$ cat src/rtl/seq_pattern_tx.sv
// seq_pattern_tx: bit-serial pattern transmitter, MSB first, with repeats and gaps.
// Optional even-parity bit after each frame when SEQ_TX_PARITY_EN is defined.
module seq_pattern_tx #(
  parameter int PAT_W = 4,
  parameter int CNT_W = 4,
  parameter int GAP_W = 4
) (
  input  logic             clk,
  input  logic             reset,
  input  logic             start,
  input  logic [PAT_W-1:0] pattern,
  input  logic [CNT_W-1:0] repeat_n,
  input  logic [GAP_W-1:0] gap_len,
  output logic             tx_bit,
  output logic             tx_valid,
  output logic             busy,
  output logic             done,
  output logic [1:0]       state
);

`ifdef SEQ_TX_PARITY_EN
  localparam int FRAME_W = PAT_W + 1;
`else
  localparam int FRAME_W = PAT_W;
`endif
  localparam int IDX_W = $clog2(FRAME_W);
  localparam logic [IDX_W-1:0] IDX_LAST = IDX_W'(FRAME_W - 1);

  typedef enum logic [1:0] {
    IDLE   = 2'b00,
    SEND   = 2'b01,
    GAP    = 2'b10,
    FINISH = 2'b11
  } state_t;

  state_t st_q, st_d;
  logic [PAT_W-1:0] pat_q, pat_d;
  logic [CNT_W-1:0] reps_q, reps_d;
  logic [GAP_W-1:0] gap_q, gap_d;
  logic [GAP_W-1:0] gcnt_q, gcnt_d;
  logic [IDX_W-1:0] idx_q, idx_d;
  logic [FRAME_W-1:0] frame;

  // Frame as sent: pattern bits, then the parity slot at index 0 if enabled.
`ifdef SEQ_TX_PARITY_EN
  assign frame = {pat_q, ^pat_q};
`else
  assign frame = pat_q;
`endif

  // State and working registers; reset abandons any frame in progress.
  always_ff @(posedge clk or posedge reset) begin
    if (reset) begin
      st_q   <= IDLE;
      pat_q  <= '0;
      reps_q <= '0;
      gap_q  <= '0;
      gcnt_q <= '0;
      idx_q  <= '0;
    end else begin
      st_q   <= st_d;
      pat_q  <= pat_d;
      reps_q <= reps_d;
      gap_q  <= gap_d;
      gcnt_q <= gcnt_d;
      idx_q  <= idx_d;
    end
  end

  // Next-state: walk bits, then repeat, insert gap, or finish.
  always_comb begin
    st_d   = st_q;
    pat_d  = pat_q;
    reps_d = reps_q;
    gap_d  = gap_q;
    gcnt_d = gcnt_q;
    idx_d  = idx_q;
    unique case (st_q)
      IDLE: begin
        if (start) begin
          pat_d  = pattern;
          reps_d = repeat_n;
          gap_d  = gap_len;
          gcnt_d = '0;
          idx_d  = IDX_LAST;
          st_d   = SEND;
        end
      end
      SEND: begin
        if (idx_q != '0) begin
          idx_d = idx_q - IDX_W'(1);
        end else if (reps_q == '0) begin
          st_d = FINISH;
        end else begin
          reps_d = reps_q - CNT_W'(1);
          idx_d  = IDX_LAST;
          if (gap_q != '0) begin
            gcnt_d = gap_q - GAP_W'(1);
            st_d   = GAP;
          end
        end
      end
      GAP: begin
        if (gcnt_q != '0) begin
          gcnt_d = gcnt_q - GAP_W'(1);
        end else begin
          idx_d = IDX_LAST;
          st_d  = SEND;
        end
      end
      FINISH: begin
        st_d = IDLE;
      end
      default: begin
        st_d = IDLE;
      end
    endcase
  end

  assign state    = st_q;
  assign tx_valid = (st_q == SEND);
  assign tx_bit   = tx_valid & frame[idx_q];
  assign busy     = (st_q != IDLE);
  assign done     = (st_q == FINISH);

endmodule

$ cat config.mk
export PLATFORM = sky130hd
export DESIGN_NAME = seq_pattern_tx
export DESIGN_NICKNAME = d
export VERILOG_FILES = /design/src/rtl/seq_pattern_tx.sv
export SDC_FILE = /design/constraint.sdc
export NUM_CORES = 1
export LEC_CHECK = 0
export ABC_AREA = 1
export CAP_MARGIN = 0
export CORE_MARGIN = 3
export CORE_UTILIZATION = 53
export DETAILED_ROUTE_END_ITERATION = 10
export GPL_TIMING_DRIVEN = 0
export HOLD_SLACK_MARGIN = 0.08
export PLACE_DENSITY = 0.76
export REMOVE_ABC_BUFFERS = 1
export SLEW_MARGIN = 25
export SYNTH_ARGS = -nofsm -noshare
export SYNTH_HDL_FRONTEND = slang
export SYNTH_SLANG_ARGS = --single-unit
$ cat constraint.sdc
create_clock -name clk -period 2.4 [get_ports clk]
set_clock_uncertainty 0.15 [all_clocks]
set_input_delay 0.48 -clock clk [delete_from_list [all_inputs] [get_ports clk]]
set_output_delay 0.48 -clock clk [all_outputs]
set_load 0.02 [all_outputs]
==> load_flow_metrics.sql, run 1 <==
INSERT INTO impl_metrics (metric_group, metric, value, unit) VALUES
('detailed_routing', 'route.detailed.vias_per_inst', '4.98', ''),
('power', 'p_total', '0.00236', 'W'),
('yosys', 'asyncSetResetFlopFracSynth', '1.00', ''),
('sta', 'finalWorstPathRequiredPeriod', '2230', 'ps'),
('sta', 'hold_vio_cnt_final', '0', ''),
('global_routing', 'antenna_found_initial', '0', ''),
('finish', 'final_cells', '214', ''),
('detailed_routing', 'detailroute.via_count', '1066', ''),
('setup_path', 'setup.worst_path.end_class', 'output pin', ''),
('floorplanning', 'floorplan.die.height', '57.1', 'um'),
('clocking', 'clk-insertion-delay-late', '300', 'ps'),
('finish', 'layout-drive-gt1-share', '0.204', ''),
('setup_path', 'start_kind', 'register', ''),
('hold_path', 'min-delay-path-class', 'reg2reg', ''),
('detailed_routing', 'drt_drc_violations_left', '0', ''),
('finish', 'antenna_cells', '0', ''),
('sta', 'worst-slew-pin-transition', '763', 'ps'),
('setup_path', 'crit_type', 'reg2out', ''),
('yosys', 'synthesis.area_per_instance', '8.42', 'um^2'),
('yosys', 'netlist-cell-type-count', '30', ''),
('yosys', 'yosysSeqAreaShare', '0.362', ''),
('yosys', 'synth_area_leader_cell', 'sky130_fd_sc_hd__dfrtp_1', ''),
('global_routing', 'track_usage', '0.172', ''),
('placement', 'port_buffers', '20', ''),
('finish', 'fin_nets', '210', ''),
('outcome', 'outcome', 'finished, final reports clean', ''),
('sta', 'setup_viol', '0', ''),
('setup_path', 'path_max_fanout', '5', ''),
('yosys', 'synth_flop_cell', 'sky130_fd_sc_hd__dfrtp_1', ''),
('clocking', 'clock_path_buffers', '2', ''),
('yosys', 'synthDominantCellAreaShare', '0.362', ''),
('clocking', 'cts.sinks', '20', ''),
('detailed_routing', 'drt-pass1-iter-count', '4', ''),
('placement', 'place_congestion', '0.796', ''),
('finish', 'fillers', '198', ''),
('setup_path', 'data_arrival_time_of_the_worst_path', '1600', 'ps'),
('floorplanning', 'ios', '21', ''),
('floorplanning', 'coreArea', '2340', 'um^2'),
('detailed_routing', 'drt_wl_total', '2.46', 'mm'),
('global_routing', 'grt_start_max_net_pins', '21', ''),
('clocking', 'root_buffer', 'sky130_fd_sc_hd__clkbuf_4', ''),
('power', 'powerDensity', '1440', 'nW/um^2'),
('finish', 'multiInputGateArea', '763', 'um^2'),
('setup_path', 'worst_endpoint_required_time', '1770', 'ps'),
('finish', 'finalCoreUtilization', '0.701', ''),
('power', 'leakage', '0.828', 'nW'),
('global_routing', 'first_global_vias', '1104', ''),
('global_routing', 'grt_first_pass_wirelength', '4.53', 'mm'),
('clocking', 'clkTransAtPathRegs', '110', 'ps'),
('yosys', 'synth_enable_flop_cells', '0', ''),
('sta', 'max_freq', '449', 'MHz'),
('power', 'worst_ir_drop_vdd', '0.000964', 'V'),
('placement', 'numPlacedInstances', '209', ''),
('clocking', 'cts_tree', 'built', ''),
('finish', 'syn2layout_area_growth', '18.7', '%'),
('yosys', 'yosys-top-cells-area', 'sky130_fd_sc_hd__dfrtp_1, sky130_fd_sc_hd__nand2_1, sky130_fd_sc_hd__ha_1', ''),
('placement', 'place.detailed.hpwl', '1.97', 'mm'),
('floorplanning', 'dieWidth', '57.1', 'um'),
('sta', 'slew_viol_final', '0', ''),
('sta', 'rsz0062_at_grt', 'no', ''),
('yosys', 'synth-seq-cells', '20', ''),
('clocking', 'post_cts_hold_fix_bufs', '0', ''),
('floorplanning', 'initial_utilization', '0.590', ''),
('sta', 'final.period_utilization', '0.928', ''),
('clocking', 'cts-buffers-inserted', '3', ''),
('sta', 'fin_hold_ws', '350', 'ps'),
('floorplanning', 'die_area', '3250', 'um^2'),
('floorplanning', 'num_rows', '17', ''),
('yosys', 'yosys_warnings', '0', ''),
('sta', 'max_slew_margin', '0.491', ''),
('clocking', 'cts_htree_levels', '1', ''),
('yosys', 'synthesis.instances', '164', ''),
('global_routing', 'grt.overflow.total', '0', ''),
('yosys', 'synth.cell_area', '1380', 'um^2'),
('run', 'cap_violations', '0', ''),
('detailed_routing', 'drt.antenna.violating_nets', '0', ''),
('finish', 'regArea', '502', 'um^2'),
('detailed_routing', 'detail_route.wl_per_cell', '11.5', 'um'),
('detailed_routing', 'initialDrtViolationCount', '33', '');
[area by class of cell]
type                            instances  area share
Timing Repair Buffer                   21       0.124
Clock buffer                            4      0.0221
Multi-Input combinational cell        115       0.465
Inverter                               26      0.0610
Sequential cell                        20       0.306
Tap cell                               28      0.0214
[registers in the layout (all words and copies together) (netlist names)]
signal	count
gcnt_q	4
idx_q	2
gap_q	4
state	2
reps_q	4
frame	4
[synth_stat cells, types with 2 or more instances]
library cell,instances
sky130_fd_sc_hd__nand3_4,2
sky130_fd_sc_hd__o21ai_0,5
sky130_fd_sc_hd__a21oi_1,6
sky130_fd_sc_hd__nor2_4,4
sky130_fd_sc_hd__inv_2,2
sky130_fd_sc_hd__nand2_1,35
sky130_fd_sc_hd__xnor2_1,2
sky130_fd_sc_hd__o21ai_1,7
sky130_fd_sc_hd__buf_6,2
sky130_fd_sc_hd__inv_1,23
sky130_fd_sc_hd__mux2_2,2
sky130_fd_sc_hd__nand3_1,8
sky130_fd_sc_hd__dfrtp_1,20
sky130_fd_sc_hd__nand2_4,2
sky130_fd_sc_hd__mux2_4,2
sky130_fd_sc_hd__ha_1,8
sky130_fd_sc_hd__nor2_2,2
sky130_fd_sc_hd__nand2_2,5
sky130_fd_sc_hd__nor2_1,13
sky130_fd_sc_hd__o21ai_2,4
[worst max-delay path, cell delays in order (launching register included)]
cell and delay [ps]:
sky130_fd_sc_hd__dfrtp_1 400, sky130_fd_sc_hd__buf_4 160, sky130_fd_sc_hd__ha_1 190, sky130_fd_sc_hd__clkdlybuf4s50_1 540
[metal layers]
layer | wire [um] | track usage
met2 | 1210 | 0.297
met3 | 86 | 0.0271
met5 | 0 | 0
met1 | 1150 | 0.226
met4 | 12 | 0.0397
[cells by family after synthesis]
family | after synthesis | share of synthesized area
AOI/OAI and AO/OA | 27 | 0.119
DFF | 20 | 0.362
muxes | 4 | 0.0380
adders and majority gates | 8 | 0.0725
xor gates and xnor gates | 2 | 0.0127
and+or+nand+nor | 74 | 0.302
buffers and inverters | 29 | 0.0942
[cell usage in the layout, fill, tap and decap left out, types with 2 or more instances in the layout]
cell type                         netlist  final
sky130_fd_sc_hd__ha_1                   8      7
sky130_fd_sc_hd__a21oi_1                6      6
sky130_fd_sc_hd__nor2_2                 2      2
sky130_fd_sc_hd__clkbuf_4               0      3
sky130_fd_sc_hd__nor2_4                 4      4
sky130_fd_sc_hd__nand2_2                5      5
sky130_fd_sc_hd__nand3_4                2      2
sky130_fd_sc_hd__nand2_1               35     35
sky130_fd_sc_hd__nand2_4                2      2
sky130_fd_sc_hd__inv_1                 23     23
sky130_fd_sc_hd__o21ai_2                4      4
sky130_fd_sc_hd__o21ai_1                7      7
sky130_fd_sc_hd__o21ai_0                5      5
sky130_fd_sc_hd__dfrtp_1               20     19
sky130_fd_sc_hd__nor2_1                13     13
sky130_fd_sc_hd__xnor2_1                2      2
sky130_fd_sc_hd__clkdlybuf4s50_1        0     17
sky130_fd_sc_hd__inv_2                  2      2
sky130_fd_sc_hd__mux2_4                 2      2
sky130_fd_sc_hd__nand3_1                8      8
sky130_fd_sc_hd__mux2_2                 2      2
[where the power goes]
part / leakage, nW / internal (W) / switching (W)
registers: 0.237 / 0.000504 / 0.000129
logic: 0.570 / 0.000632 / 0.000900
clock network: 0.0210 / 0.0000926 / 0.000105
total: 0.828 / 0.00123 / 0.00113
[stage by stage]
stage	cell area (um^2)	setup TNS [ps]	setup WS, ps
6_report	1640	0	172
3_5_place_dp	1590	-343	-343
3_3_place_gp	1590	-355	-355
5_1_grt	1640	0	87.7
4_1_cts	1640	0	44.7
2_1_floorplan	1350	-10.7	-10.7
[path summary, 6_finish.rpt]
kind	slack (ps)	start	end	cells after the start
setup / recovery	170	state[1]	done	3
hold reg to reg	350	reps_q[2]	reps_q[2]	2
max in group asynchronous	1130	reset	state[0]	2
min in group asynchronous	450	reset	gap_q[0]	2
setup reg to reg	400	state[0]	gcnt_q[2]	8
hold / removal	350	reps_q[2]	reps_q[2]	2
[timing repair]
action | CTS | global route
gates resized for setup | 6 | 2
pin swaps | 0 | 0
setup endpoints to repair | 3 | 2
gates cloned | 0 | 0
setup buffers | 1 | 0
Power figures use the tool's default switching activity.
==> inputs of run 2 (changes only) <==
- CORE_UTILIZATION: 53 -> 50
- CTS_BUF_LIST: default -> sky130_fd_sc_hd__clkbuf_2 sky130_fd_sc_hd__clkbuf_4 sky130_fd_sc_hd__clkbuf_8
- PLACE_DENSITY: 0.76 -> 0.72
==> run 2 against run 1 <==
Effect of this change:
- die area up 5.4%
- sequential power is essentially flat
- routed wire length is 2.8% lower
- utilization shrank 4.9 points
- critical path depth unchanged
- cell count grew 0.93%
- critical path type unchanged
- largest cell class unchanged
- largest power group unchanged
- highest routed layer unchanged
==> load_flow_metrics.sql, run 2 (synthesized netlist as in run 1, its figures left out) <==
INSERT INTO impl_metrics (metric_group, metric, value, unit) VALUES
('clocking', 'post_cts_hold_fix_bufs', '0', ''),
('power', 'register_share_of_total_power', '0.260', ''),
('floorplanning', 'initial_utilization', '0.543', ''),
('detailed_routing', 'route.detailed.vias_per_inst', '4.93', ''),
('sta', 'worst-slew-pin-transition', '788', 'ps'),
('finish', 'final_common_cell', 'sky130_fd_sc_hd__nand2_1', ''),
('detailed_routing', 'detail_route.wl_per_cell', '11.1', 'um'),
('global_routing', 'track_usage', '0.158', ''),
('sta', 'max_freq', '450', 'MHz'),
('run', 'cap_violations', '0', ''),
('finish', 'syn2layout_area_growth', '20.1', '%'),
('setup_path', 'path_cells', 'buf_4, ha_1, clkdlybuf4s50_1', ''),
('clocking', 'cts-buffers-inserted', '3', ''),
('global_routing', 'grt.overflow.total', '0', ''),
('global_routing', 'first_global_vias', '1011', ''),
('finish', 'mostFrequentLayoutCells', 'sky130_fd_sc_hd__nand2_1, sky130_fd_sc_hd__inv_1, sky130_fd_sc_hd__dfrtp_1', ''),
('power', 'worst_ir_drop_vdd', '0.00111', 'V'),
('detailed_routing', 'detailroute.via_count', '1064', ''),
('detailed_routing', 'drt-pass1-iter-count', '4', ''),
('power', 'comb_power_share', '0.625', ''),
('sta', 'slew_viol_final', '0', ''),
('setup_path', 'r2r_slack', '430', 'ps'),
('clocking', 'clock_path_buffers', '2', ''),
('finish', 'finalCoreUtilization', '0.652', ''),
('sta', 'setup_viol', '0', ''),
('detailed_routing', 'initialDrtViolationCount', '32', ''),
('floorplanning', 'coreArea', '2540', 'um^2'),
('placement', 'port_buffers', '20', ''),
('sta', 'hold_vio_cnt_final', '0', ''),
('clocking', 'cts_htree_levels', '1', ''),
('setup_path', 'max_stage_delay', '540', 'ps'),
('detailed_routing', 'drt_drc_violations_left', '0', ''),
('setup_path', 'worstPathBufferInverterCount', '2', ''),
('power', 'clock_power_share', '0.114', ''),
('placement', 'place.detailed.hpwl', '1.88', 'mm'),
('finish', 'antenna_cells', '0', ''),
('finish', 'layout-drive-gt1-share', '0.204', ''),
('setup_path', 'top_family_by_delay_on_critical_path', 'buffers and inverters', ''),
('global_routing', 'grt_start_max_net_pins', '21', ''),
('power', 'p_int', '0.00130', 'W'),
('detailed_routing', 'drt_wl_total', '2.39', 'mm'),
('sta', 'finalWorstPathRequiredPeriod', '2220', 'ps'),
('clocking', 'clk-insertion-delay-late', '300', 'ps'),
('finish', 'fin_nets', '210', ''),
('power', 'p_sw_frac', '0.463', ''),
('finish', 'final_cell_area', '1660', 'um^2'),
('setup_path', 'path_max_fanout', '5', ''),
('setup_path', 'start_kind', 'register', ''),
('floorplanning', 'floorplan.die.height', '58.6', 'um'),
('floorplanning', 'dieWidth', '58.6', 'um'),
('global_routing', 'grt_first_pass_wirelength', '4.22', 'mm'),
('floorplanning', 'die_area', '3430', 'um^2'),
('clocking', 'cts_tree', 'built', ''),
('sta', 'final.period_utilization', '0.927', ''),
('floorplanning', 'num_rows', '18', ''),
('placement', 'place_congestion', '0.805', ''),
('setup_path', 'data_arrival_time_of_the_worst_path', '1590', 'ps'),
('floorplanning', 'ios', '21', ''),
('outcome', 'outcome', 'finished, final reports clean', ''),
('clocking', 'clkTransAtPathRegs', '110', 'ps'),
('power', 'powerDensity', '1460', 'nW/um^2'),
('setup_path', 'setup.worst_path.end_class', 'output pin', ''),
('power', 'leakage', '0.835', 'nW'),
('clocking', 'root_buffer', 'sky130_fd_sc_hd__clkbuf_4', ''),
('clocking', 'cts.sinks', '20', ''),
('power', 'p_total', '0.00243', 'W'),
('global_routing', 'antenna_found_initial', '0', ''),
('sta', 'rsz0062_at_grt', 'no', ''),
('setup_path', 'worst_endpoint_required_time', '1770', 'ps'),
('sta', 'timing.final.ws_setup', '176', 'ps'),
('hold_path', 'min-delay-path-class', 'reg2reg', ''),
('detailed_routing', 'drt.antenna.violating_nets', '0', ''),
('placement', 'preCtsSetupSlack', '-367', 'ps'),
('placement', 'place_area', '1590', 'um^2'),
('setup_path', 'cp_slowest_cell', 'sky130_fd_sc_hd__clkdlybuf4s50_1', ''),
('sta', 'max_slew_margin', '0.474', ''),
('power', 'total_switching_power', '0.00112', 'W'),
('setup_path', 'crit_type', 'reg2out', '');
## run 2: cell types whose count changed in the layout (fill, tap and decap cells not counted)
cell and change:
sky130_fd_sc_hd__clkbuf_8 -1, sky130_fd_sc_hd__bufinv_16 +1
## run 2: timing repair
action / in CTS / in global routing
gates resized for setup: 5 / 3
hold endpoints to repair: 0 / 0
endpoints found under the setup margin: 3 / 2
buffers inserted: 1 / 0
## run 2: metrics by stage
stage                     TNS [ps]  hold slack [ps]  cells
after global routing             0              402    216
after CTS                        0              362    216
after floorplan              -10.7              294    161
final                            0              360    216
after detailed placement      -368              335    211
after global placement        -357              311    211
## run 2: path summary, 6_finish.rpt
check | from | endpoint | cells after the start
min in group asynchronous | reset | frame[3] | 2
min reg2reg | reps_q[2] | reps_q[2] | 2
max | state[1] | done | 3
min | reps_q[2] | reps_q[2] | 2
max reg2reg | state[0] | gcnt_q[2] | 8
max in group asynchronous | reset | state[0] | 2
## run 2: layout make-up
class	count	area, um^2
Fill cell	216	886
Inverter	26	100
Tap cell	30	37.5
Timing Repair Buffer	21	204
Clock inverter	1	30.0
Multi-Input combinational cell	115	763
Clock buffer	3	22.5
Sequential cell	20	502
## run 2: power by group through the flow
stage          registers (W)  logic (W)  clock network, W
4_1_cts             0.000633    0.00155          0.000286
3_3_place_gp        0.000633    0.00148                 0
6_report            0.000632    0.00152          0.000278
2_1_floorplan       0.000629    0.00119                 0
3_5_place_dp        0.000643    0.00151                 0
5_1_grt             0.000654    0.00172          0.000299
## run 2: worst min-delay path: cells and delay by family (launching register included)
| kind | cells | cell delay (ps) |
|---|---|---|
| flops | 1 | 370 |
| compound gates | 1 | 70 |
| simple gates | 1 | 50 |
## run 2: layer usage
metal	share of wire	routed length [um]	vias up	track usage
met3	0.031	75	5	0.0219
met1	0.48	1140	480	0.206
met5	0	0	-	0
met2	0.48	1140	17	0.270
li1	-	-	562	-
met4	0.015	35	0	0.0497
